[src/rtl/lsu_resp_queue_pkg.sv]
// Shared access-width codes and per-request metadata for the LSU response queue.
package lsu_resp_queue_pkg;

    localparam logic [1:0] LSU_W_BYTE = 2'b00;
    localparam logic [1:0] LSU_W_HALF = 2'b01;
    localparam logic [1:0] LSU_W_WORD = 2'b10;

    typedef struct packed {
        logic       is_load;
        logic [1:0] addr_lo;
        logic [1:0] width;
        logic       is_unsigned;
    } lsu_meta_t;

endpackage

[src/rtl/lsu_resp_queue_load_align.sv]
// Selects the addressed byte/half of a word-aligned read and sign- or zero-extends it.
module load_align
    import lsu_resp_queue_pkg::*;
(
    input  logic [31:0] data,
    input  logic [1:0]  addr_lo,
    input  logic [1:0]  width,
    input  logic        is_unsigned,
    output logic [31:0] result
);

    logic [7:0]  byte_sel;
    logic [15:0] half_sel;

    always_comb begin
        case (addr_lo)
            2'd0:    byte_sel = data[7:0];
            2'd1:    byte_sel = data[15:8];
            2'd2:    byte_sel = data[23:16];
            default: byte_sel = data[31:24];
        endcase
        // Halfword loads are always 2-byte aligned, so only addr_lo[1] matters.
        half_sel = addr_lo[1] ? data[31:16] : data[15:0];

        case (width)
            LSU_W_BYTE: result = {{24{~is_unsigned & byte_sel[7]}}, byte_sel};
            LSU_W_HALF: result = {{16{~is_unsigned & half_sel[15]}}, half_sel};
            default:    result = data;
        endcase
    end

endmodule

[src/rtl/lsu_resp_queue.sv]
// In-order tracker of dcache requests: captures responses, aligns load data and
// hands results to writeback in program order while throttling address generation.
module lsu_resp_queue
    import lsu_resp_queue_pkg::*;
#(
    parameter int DEPTH = 4,
    parameter int RD_W  = 5
) (
    input  logic            clk,
    input  logic            resetn,
    input  logic            flush,
    input  logic            req_fire,
    input  logic            req_is_load,
    input  logic [1:0]      req_addr_lo,
    input  logic [1:0]      req_width,
    input  logic            req_unsigned,
    input  logic [RD_W-1:0] req_rd,
    output logic            req_ready,
    input  logic            resp_valid,
    input  logic [31:0]     resp_rdata,
    output logic            wb_valid,
    input  logic            wb_ready,
    output logic [RD_W-1:0] wb_rd,
    output logic [31:0]     wb_data
);

    localparam int PW = $clog2(DEPTH);

    typedef struct packed {
        logic            valid;
        logic            done;
        logic            kill;
        lsu_meta_t       meta;
        logic [RD_W-1:0] rd;
        logic [31:0]     data;
    } entry_t;

    entry_t        q [DEPTH];
    logic [PW-1:0] head;
    logic [PW-1:0] resp_ptr;
    logic [PW-1:0] tail;
    logic [PW:0]   count;
    logic          presented;

    entry_t        head_e;
    logic          head_done;
    logic          show;
    logic          pop;
    logic          resp_take;
    logic [31:0]   aligned;

    assign head_e    = q[head];
    assign head_done = head_e.valid & head_e.done;
    // Once a result is on the bus it stays there, even if a flush kills it afterwards.
    assign show      = head_done & head_e.meta.is_load & (~head_e.kill | presented);
    assign pop       = head_done & (~show | wb_ready);
    assign resp_take = resp_valid & q[resp_ptr].valid & ~q[resp_ptr].done;
    assign req_ready = (count != (PW+1)'(DEPTH));

    load_align u_load_align (
        .data        (head_e.data),
        .addr_lo     (head_e.meta.addr_lo),
        .width       (head_e.meta.width),
        .is_unsigned (head_e.meta.is_unsigned),
        .result      (aligned)
    );

    assign wb_valid = show;
    assign wb_rd    = show ? head_e.rd : '0;
    assign wb_data  = show ? aligned : '0;

    always_ff @(posedge clk or negedge resetn) begin
        if (!resetn) begin
            for (int i = 0; i < DEPTH; i++) q[i] <= '0;
            head      <= '0;
            resp_ptr  <= '0;
            tail      <= '0;
            count     <= '0;
            presented <= 1'b0;
        end else begin
            if (flush) begin
                for (int i = 0; i < DEPTH; i++)
                    if (q[i].valid) q[i].kill <= 1'b1;
            end
            if (pop) begin
                q[head].valid <= 1'b0;
                head          <= head + 1'b1;
            end
            if (resp_take) begin
                q[resp_ptr].data <= resp_rdata;
                q[resp_ptr].done <= 1'b1;
                resp_ptr         <= resp_ptr + 1'b1;
            end
            // A request that arrives with a flush is allocated but born killed.
            if (req_fire) begin
                q[tail] <= '{valid: 1'b1, done: 1'b0, kill: flush,
                             meta: '{is_load: req_is_load, addr_lo: req_addr_lo,
                                     width: req_width, is_unsigned: req_unsigned},
                             rd: req_rd, data: '0};
                tail    <= tail + 1'b1;
            end
            case ({req_fire, pop})
                2'b10:   count <= count + 1'b1;
                2'b01:   count <= count - 1'b1;
                default: count <= count;
            endcase
            presented <= show & ~wb_ready;
        end
    end

    always @(posedge clk) begin
        if (resetn) begin
            assert (!(req_fire && !req_ready));
            assert (!(resp_valid && !resp_take));
        end
    end

endmodule

[config.mk]
export PLATFORM = sky130hd
export DESIGN_NAME = lsu_resp_queue
export DESIGN_NICKNAME = d
export VERILOG_FILES = /design/src/rtl/lsu_resp_queue_pkg.sv /design/src/rtl/lsu_resp_queue_load_align.sv /design/src/rtl/lsu_resp_queue.sv
export SDC_FILE = /design/constraint.sdc
export NUM_CORES = 1
export LEC_CHECK = 0
export ABC_AREA = 1
export BUFFER_PORTS_ARGS = -buffer_cell sky130_fd_sc_hd__buf_2
export CELL_PAD_IN_SITES_DETAIL_PLACEMENT = 2
export CELL_PAD_IN_SITES_GLOBAL_PLACEMENT = 2
export CORE_MARGIN = 3
export CORE_UTILIZATION = 38
export CTS_CLUSTER_SIZE = 16
export DETAILED_ROUTE_END_ITERATION = 16
export PLACE_DENSITY = 0.92
export SYNTH_ARGS = -nofsm -noshare
export SYNTH_HDL_FRONTEND = slang
export SYNTH_HIERARCHICAL = 1
export SYNTH_SLANG_ARGS = --single-unit
[constraint.sdc]
create_clock -name clk -period 4.8 [get_ports clk]
set_input_delay 0.24 -clock clk [delete_from_list [all_inputs] [get_ports clk]]
set_output_delay 0.24 -clock clk [all_outputs]
set_load 0.01 [all_outputs]
==> results.toml, run 1 <==
[status]
status = "finished clean"

[min_path]
min_from = "resp_rdata[3]"
hold_path_end = "q[49]$_DFF_PN0_"
hp-class = "input port to flop"
hold_path_depth = 3

[die]
std_cell_rows = 59
coreArea_um2 = 26300
die_w_um = 170
boundaryPins = 88
die_h_um = 170
start_util = 0.389
dieArea_um2 = 28900

[drt]
wl_per_cell_um = 25.1
ant_nets = 0
drtIter0Drc = 807
routed_wl_mm = 43.4
vias = 10125
via_per_inst = 5.87
drtPass1Iterations = 5
drc = 0

[finish]
syn2layout_area_growth_pct = 11.8
nFillCells = 3038
drive_above_1_share = 0.134
final_nets = 1441
regArea_um2 = 4860
diodes = 0
utilization = 0.435
multi_input_comb_area_um2 = 4510

[cts]
root_buffer = "clkbuf_16"
clk_latency_ps = 480
cts_tree = "built"
clkTransAtPathRegs_ps = 90
htree_levels = 4
cts.path.max_buffers = 2
postCtsSetupBuffers = 0
clock_sink_count = 194
cts-buffers-inserted = 17
cts_hold_buf = 1
ctsResizeCount = 0

[worst_setup_path]
crit_arrival_ps = 3890
regToRegSetupSlack_ps = 1390
reg2reg_depth = 13
crit_start = "head[0]$_DFFE_PN0N_"
start_kind = "flop"
r2r-start = "head[0]$_DFFE_PN0N_"
endpoint_kind = "output pin"
required_ps = 4560
rr_endpoint = "count[2]$_DFFE_PN0P_"
worstPathMaxFanout = 39
critPathKind = "flop to output pin"

[global_route]
grt_antenna_before_repair = 0
grt_overflow_total = 0
grt_max_degree = 107
grt_pass1_vias = 11518
track_usage = 0.304
grt_first_pass_wirelength_mm = 67.6

[synth]
syn_avg_cell_area_um2 = 7.62
synth_area_leaders = "dfrtp_1 (47%), nor2_1 (14%), o21ai_0 (12%)"
synth_cells = 1343
synth_most_common_cell = "nor2_1"
synth.top_cells.by_count = "nor2_1 (393), o21ai_0 (241), dfrtp_1 (194), nand2_1 (153), inv_1 (98)"
synth_largest_area_cell = "dfrtp_1"
ys_seq_area_frac = 0.475
ys_ff_latch = 194
yosys_warnings = 6
synth_edf_count = 0
synth_flop_cell = "dfrtp_1"
netlist.area_leader.share = 0.475
syn_area_um2 = 10200
synthArstFlopShare = 1.00
syn-num-nets = 1406
synth_cell_types = 30

[place]
globalplace.congestion = 0.842
hpwl_mm = 24.2
io_buffers = 87

[power]
power_density_nw_per_um2 = 813
ir_drop_mv = 0.278
p_leak_nw = 5.84

[timing]
hold_viol = 0
slew_violations = 0
worst_pin_slew_ps = 1260
finalSetupViolCount = 0
tns_ps = 0
finalCritPeriodShare = 0.861
rsz0062_at_grt = "no"
min_period_ps = 4130
fin_worst_skew_ps = 21.5
maxSlewHeadroom = 0.156
max_freq_ghz = 0.242

[run]
cap_violations = 0
## routing by layer
| layer | part of all wire | wire length, um | GRT usage | up-vias |
|---|---|---|---|---|
| li1 | - | - | - | 4381 |
| met1 | 0.39 | 16800 | 0.349 | 5269 |
| met2 | 0.50 | 21800 | 0.526 | 335 |
| met3 | 0.049 | 2120 | 0.0588 | 140 |
| met4 | 0.062 | 2710 | 0.187 | 0 |
| met5 | 0 | 0 | 0 | - |
## metrics by stage
stage / total power, mW / setup WS [ps] / instance area, um2 / std cells / hold WS (ps)
after floorplan: 5.85 / 2400 / 10200 / 1343 / -55.6
after global placement: 6.94 / 1610 / 10800 / 1693 / 366
after detailed placement: 7.34 / 1340 / 10800 / 1693 / 362
after CTS: 9.27 / 757 / 11400 / 1726 / 45.4
after global routing: 9.92 / 442 / 11400 / 1726 / 78.2
final: 9.30 / 668 / 11400 / 1726 / 50.1
## power by group
part	total (mW)	switching, mW	internal [mW]
sequential	2.78	0.491	2.29
combinational	4.92	3.54	1.39
clock	1.59	0.861	0.734
total	9.30	4.89	4.41
## state kept, by name, indices dropped and copies added, names as in the netlist
| register | count |
|---|---|
| resp_ptr | 2 |
| tail | 2 |
| q | 184 |
| head | 2 |
| presented | 1 |
| count | 3 |
## placed cells by master, fill, tap and decap left out, types with 9 or more instances in the layout
cell	n
clkbuf_16	17
nand2_1	149
o21ai_1	20
inv_2	9
dfrtp_1	193
buf_2	86
o21ai_0	241
nand3_2	24
buf_4	14
inv_1	97
nor2_1	393
ha_1	13
nand3_1	27
o22ai_1	40
a21oi_1	18
## critical path, stage by stage, from the launching register on
cell and delay [ps]:
dfrtp_2 890, o21ai_0 220, o22ai_1 670, inv_2 330, nand2_2 220, nand2_1 80
nand3_2 110, nand3_4 330, nand3_1 190, inv_1 50, nor2_1 130, buf_2 150
## layout make-up
class / count / share of cell area
repair buffers: 104 / 0.0524
well taps: 335 / 0.0367
inverters: 107 / 0.0353
multi-input cells: 954 / 0.394
clock buffers: 17 / 0.0372
clock inverters: 15 / 0.0193
flip-flops and latches: 194 / 0.425
## worst max path at each step
stage | to | slack [ps]
2_1_floorplan | wb_data[27] | 2400
3_3_place_gp | wb_data[14] | 1610
3_5_place_dp | wb_data[30] | 1340
4_1_cts | wb_data[30] | 760
5_1_grt | wb_data[30] | 440
6_report | wb_data[30] | 670
## cells by family (layout without fill, tap and decap cells)
kind of cell / after synthesis / after routing / share of synthesized area
AOI/OAI and AO/OA: 328 / 328 / 0.168
xor gates and xnor gates: 4 / 4 / 0.00343
adders and majority gates: 14 / 14 / 0.0179
buffers and inverters: 195 / 243 / 0.0860
DFF: 194 / 194 / 0.475
and+or+nand+nor: 608 / 608 / 0.250
(Power assumes the default switching activity.)
==> run 2, diff against run 1 <==
--- a/config.mk
+++ b/config.mk
@@ -9,6 +9,7 @@
 export BUFFER_PORTS_ARGS = -buffer_cell sky130_fd_sc_hd__buf_2
 export CELL_PAD_IN_SITES_DETAIL_PLACEMENT = 2
 export CELL_PAD_IN_SITES_GLOBAL_PLACEMENT = 2
+export CORE_ASPECT_RATIO = 0.75
 export CORE_MARGIN = 3
 export CORE_UTILIZATION = 38
 export CTS_CLUSTER_SIZE = 16
==> results.toml, run 2 (synthesis results as in run 1) <==
[worst_setup_path]
crit_arrival_ps = 3430
endpoint_kind = "output pin"
crit_start = "head[1]$_DFFE_PN0N_"
start_kind = "flop"
slowest_stage = "buf_4"
worstPathCellList = "buf_4, o21ai_0, o22ai_1, buf_4, inv_2, nand2_2, nand2_1, nand3_2, nand3_4, nand3_2, inv_1, nor2_1, buf_2"
crit_buf_inv = 5
reg2reg_depth = 13
worst_path_largest_cell_delay_ps = 540
required_ps = 4560
worstPathMaxFanout = 48
regToRegSetupSlack_ps = 2030
cp_top_family = "buffers and inverters"
critPathKind = "flop to output pin"
rr_endpoint = "count[2]$_DFFE_PN0P_"
r2r-start = "head[0]$_DFFE_PN0N_"

[finish]
syn2layout_area_growth_pct = 11.5
diodes = 0
final_nets = 1443
largest_registers = "q x184, count x3"
layout_commonest_cell = "nor2_1"
utilization = 0.435
layout_common_cells = "nor2_1 (393), o21ai_0 (241), dfrtp_1 (193), nand2_1 (149), inv_1 (97)"
top_register = "q"
largest_reg_flops = 184
drive_above_1_share = 0.136
nFillCells = 3027

[timing]
finalSetupViolCount = 0
min_period_ps = 3670
hold_viol = 0
holdWs_ps = 69.7
tns_ps = 0
maxSlewHeadroom = 0.385
max_freq_ghz = 0.273
finalCritPeriodShare = 0.764
rsz0062_at_grt = "no"
fin_worst_skew_ps = 9.48
slew_violations = 0
worst_pin_slew_ps = 922

[min_path]
min_from = "resp_rdata[3]"
hp-class = "input port to flop"
hold_path_end = "q[141]$_DFF_PN0_"
hold_path_depth = 3

[die]
die_w_um = 195
std_cell_rows = 51
dieArea_um2 = 28900
die_h_um = 148
boundaryPins = 88
coreArea_um2 = 26200
start_util = 0.390

[global_route]
grt_antenna_before_repair = 0
grt_max_degree = 103
grt_first_pass_wirelength_mm = 64.0
track_usage = 0.284
grt_overflow_total = 0
grt_pass1_vias = 11274

[cts]
ctsResizeCount = 0
root_buffer = "clkbuf_16"
cts.path.max_buffers = 2
cts-buffers-inserted = 17
postCtsSetupBuffers = 0
cts_hold_buf = 1
clkTransAtPathRegs_ps = 70
clk_latency_ps = 460
clock_sink_count = 194
cts_tree = "built"
htree_levels = 4

[drt]
via_per_inst = 5.64
ant_nets = 0
wl_per_cell_um = 23.2
drtPass1Iterations = 5
routed_wl_mm = 40.3
vias = 9791
drc = 0
drtIter0Drc = 587

[power]
ir_drop_mv = 0.319
p_leak_nw = 5.82
power_density_nw_per_um2 = 784
report.power.total_mw = 8.94

[place]
io_buffers = 87
hpwl_mm = 24.1
globalplace.congestion = 0.808

[run]
cap_violations = 0

[status]
status = "finished clean"
-- run 2: worst reg2reg max path, stage by stage (launching register included) --
cell and delay, ps:
dfrtp_2 430, inv_2 420, nand3_1 160, nand3_1 110
nand2_1 110, inv_1 230, nand2_1 140, inv_1 70
ha_1 130, inv_1 70, fa_1 380, a21oi_1 140
o21ai_0 110, xnor2_1 140
-- run 2: cell type report --
type | count | area, um2 | area share
clock buffers | 18 | 439 | 0.0385
clock inverters | 14 | 155 | 0.0136
inverters | 107 | 404 | 0.0354
multi-input cells | 954 | 4510 | 0.395
flip-flops and latches | 194 | 4860 | 0.426
well taps | 344 | 430 | 0.0377
repair buffers | 106 | 614 | 0.0538
-- run 2: layer usage --
layer,wire (um),up-vias,GRT usage
met5,0,-,0
met4,1660,0,0.131
met3,1640,85,0.0446
met2,19600,243,0.479
met1,17400,5072,0.361
li1,-,4391,-
-- run 2: how the worst max path moves through the flow --
| stage | to | slack [ps] | cells past startpoint |
|---|---|---|---|
| detailed placement | wb_data[21] | 1650 | 13 |
| global route | wb_data[16] | 870 | 13 |
| floorplan | wb_data[27] | 2400 | 14 |
| CTS | wb_data[21] | 1150 | 13 |
| finish | wb_data[21] | 1130 | 13 |
| global placement | wb_data[14] | 1840 | 12 |
-- run 2: stage by stage --
step	instance area, um2	setup WS (ps)	cells
final	11400	1130	1737
after global routing	11400	866	1737
after detailed placement	10800	1650	1704
after floorplan	10200	2400	1343
after global placement	10800	1840	1704
after CTS	11400	1150	1737
-- run 2: report_power, final --
group	internal, mW	switching [mW]	total [mW]
combinational	1.39	3.34	4.73
clock	0.791	0.726	1.52
sequential	2.29	0.400	2.69
total	4.48	4.46	8.94
==> run 3, diff against run 2 <==
--- a/config.mk
+++ b/config.mk
@@ -5,16 +5,16 @@
 export SDC_FILE = /design/constraint.sdc
 export NUM_CORES = 1
 export LEC_CHECK = 0
-export ABC_AREA = 1
+export ABC_AREA = 0
 export BUFFER_PORTS_ARGS = -buffer_cell sky130_fd_sc_hd__buf_2
 export CELL_PAD_IN_SITES_DETAIL_PLACEMENT = 2
 export CELL_PAD_IN_SITES_GLOBAL_PLACEMENT = 2
 export CORE_ASPECT_RATIO = 0.75
 export CORE_MARGIN = 3
-export CORE_UTILIZATION = 38
+export CORE_UTILIZATION = 36
 export CTS_CLUSTER_SIZE = 16
 export DETAILED_ROUTE_END_ITERATION = 16
-export PLACE_DENSITY = 0.92
+export PLACE_DENSITY = 0.84
 export SYNTH_ARGS = -nofsm -noshare
 export SYNTH_HDL_FRONTEND = slang
 export SYNTH_HIERARCHICAL = 1
==> constraint.sdc (replaced) <==
create_clock -name clk -period 3.2 [get_ports clk]
set_input_delay 0.16 -clock clk [delete_from_list [all_inputs] [get_ports clk]]
set_output_delay 0.16 -clock clk [all_outputs]
set_load 0.01 [all_outputs]
==> results.toml, run 3 <==
[finish]
syn2layout_area_growth_pct = 14.5
largest_registers = "q x184, count x3"
nFillCells = 2970
largest_reg_flops = 184
design_area_um2 = 12200
top_register = "q"
layout_commonest_cell = "dfrtp_1"
final_nets = 1131
drive_above_1_share = 0.264
layout_common_cells = "dfrtp_1 (192), a21oi_1 (133), nand3_1 (129), o21ai_0 (122), buf_2 (86)"
diodes = 0

[cts]
clk_latency_ps = 440
clock_sink_count = 194
cts-buffers-inserted = 17
cts_tree = "built"
clkTransAtPathRegs_ps = 70
htree_levels = 4
cts.path.max_buffers = 2
root_buffer = "clkbuf_16"

[global_route]
busiest_layer = "met2"
grt_util_met1 = 0.341
grt_use_met3 = 0.0548
grt_first_pass_wirelength_mm = 62.3
grt_pass1_vias = 9940
grt_max_degree = 132
grt_util_met2 = 0.423
grt_overflow_total = 0
grt_antenna_before_repair = 2
track_usage = 0.256

[run]
cap_violations = 0

[min_path]
hp-class = "input port to flop"
hold_path_depth = 2

[drt]
routed_wl_mm = 42.2
ant_nets = 0
drtPass1Iterations = 5
drc = 0
drtIter0Drc = 875
vias = 9059
via_per_inst = 6.19
wl_per_cell_um = 28.8

[worst_setup_path]
crit_arrival_ps = 2910
endpoint_kind = "output pin"
start_kind = "flop"
regToRegSetupSlack_ps = 440
reg2reg_depth = 12
worstPathMaxFanout = 25
critPathKind = "flop to output pin"
required_ps = 3040

[die]
coreArea_um2 = 28600
boundaryPins = 88
start_util = 0.373
dieArea_um2 = 31800
die_w_um = 205
die_h_um = 155
std_cell_rows = 53

[timing]
holdWs_ps = 5.38
worst_pin_slew_ps = 1020
max_freq_ghz = 0.326
slew_violations = 0
hold_viol = 0
finalCritPeriodShare = 0.960
fin_worst_skew_ps = 12.1
maxSlewHeadroom = 0.322
finalSetupViolCount = 0
min_period_ps = 3070

[synth]
synthArstFlopShare = 1.00
synth_cell_types = 48
synth_area_leaders = "dfrtp_1 (45%), mux4_2 (9.1%), a21oi_1 (6.2%)"
synth_most_common_cell = "dfrtp_1"
synth_largest_area_cell = "dfrtp_1"
ys_seq_area_frac = 0.454
synth.top_cells.by_count = "dfrtp_1 (194), a21oi_1 (133), nand3_1 (129), o21ai_0 (122)"
syn-num-nets = 1077
synth_edf_count = 0
ys_ff_latch = 194
netlist.area_leader.share = 0.454
synth_cells = 1014
syn_avg_cell_area_um2 = 10.5
yosys_warnings = 6
synth_flop_cell = "dfrtp_1"
syn_area_um2 = 10700

[power]
comb_power_share = 0.539
cell_internal_pwr_mw = 7.81
power_density_nw_per_um2 = 1170
clockPowerShare = 0.149
report.power.total_mw = 14.3
p_sw_frac = 0.454
p_leak_nw = 5.14
switchingPower_mw = 6.48
seqPwrFrac = 0.312
ir_drop_mv = 0.434

[place]
placed_cell_area_um2 = 11400
hpwl_mm = 25.0
globalplace.congestion = 0.754
io_buffers = 87

[status]
status = "finished clean"
run 3: timing repair:
| item | CTS | global route |
|---|---|---|
| hold buffers | 12 | 0 |
| gates cloned | 1 | 0 |
| setup buffers | 3 | 4 |
| gates resized for setup | 2 | 7 |
| hold endpoints to repair | 86 | 0 |
| endpoints found under the setup margin | 26 | 26 |
run 3: stage by stage:
stage / worst slack (ps) / instances / setup TNS [ps] / utilization
floorplan: 248 / 1014 / 0 / -
global placement: 375 / 1414 / 0 / 0.398
detailed placement: 274 / 1414 / 0 / 0.398
CTS: 13.4 / 1460 / 0 / 0.424
global route: -0.249 / 1464 / -0.249 / 0.427
finish: 129 / 1464 / 0 / 0.427
run 3: critical path: stages, from the launching register on:
cell,delay (ps)
dfrtp_2,420
buf_12,240
mux4_2,580
mux2_2,300
a32oi_2,260
buf_12,210
o221ai_1,150
and2_1,170
buf_2,130
run 3: final cells by class:
type | instances | area, um2 | share of cell area
timing repair buffer | 140 | 1060 | 0.0866
clock buffer | 22 | 464 | 0.0379
sequential | 194 | 4860 | 0.397
inverter | 13 | 48.8 | 0.00399
multi-input combinational | 702 | 5240 | 0.428
clock inverter | 8 | 81.3 | 0.00665
tap | 385 | 482 | 0.0394
run 3: routing by layer:
| layer | vias up | routed length, um |
|---|---|---|
| met5 | - | 29 |
| met4 | 4 | 1170 |
| met3 | 86 | 2910 |
| met2 | 374 | 20600 |
| met1 | 4773 | 17500 |
| li1 | 3822 | - |
run 3: final timing paths:
kind / startpoint / endpoint
min in group asynchronous: resetn / tail[1]$_DFFE_PN0P_
setup / recovery: head[0]$_DFFE_PN0N_ / wb_data[14]
hold reg to reg: count[2]$_DFFE_PN0P_ / count[2]$_DFFE_PN0P_
setup reg to reg: head[1]$_DFFE_PN0N_ / count[2]$_DFFE_PN0P_
max in group asynchronous: resetn / head[0]$_DFFE_PN0N_
hold / removal: req_addr_lo[1] / q[133]$_DFFE_PN0P_
run 3: logic make-up (layout without fill, tap and decap cells):
family	after synthesis	after routing	share of synthesized area
compound gates	327	327	0.184
fa+ha+maj	14	14	0.0171
mux	111	111	0.160
buf+inv	118	183	0.0573
simple gates	244	244	0.122
flops	194	194	0.454
xor+xnor	6	6	0.00492
run 3: power groups by stage:
| stage | Clock [mW] | Combinational (mW) | Sequential (mW) |
|---|---|---|---|
| floorplan | 0 | 5.13 | 4.02 |
| global placement | 0 | 6.63 | 4.29 |
| detailed placement | 0 | 7.06 | 4.43 |
| CTS | 2.10 | 7.32 | 4.40 |
| global route | 2.26 | 8.27 | 4.53 |
| finish | 2.13 | 7.70 | 4.46 |
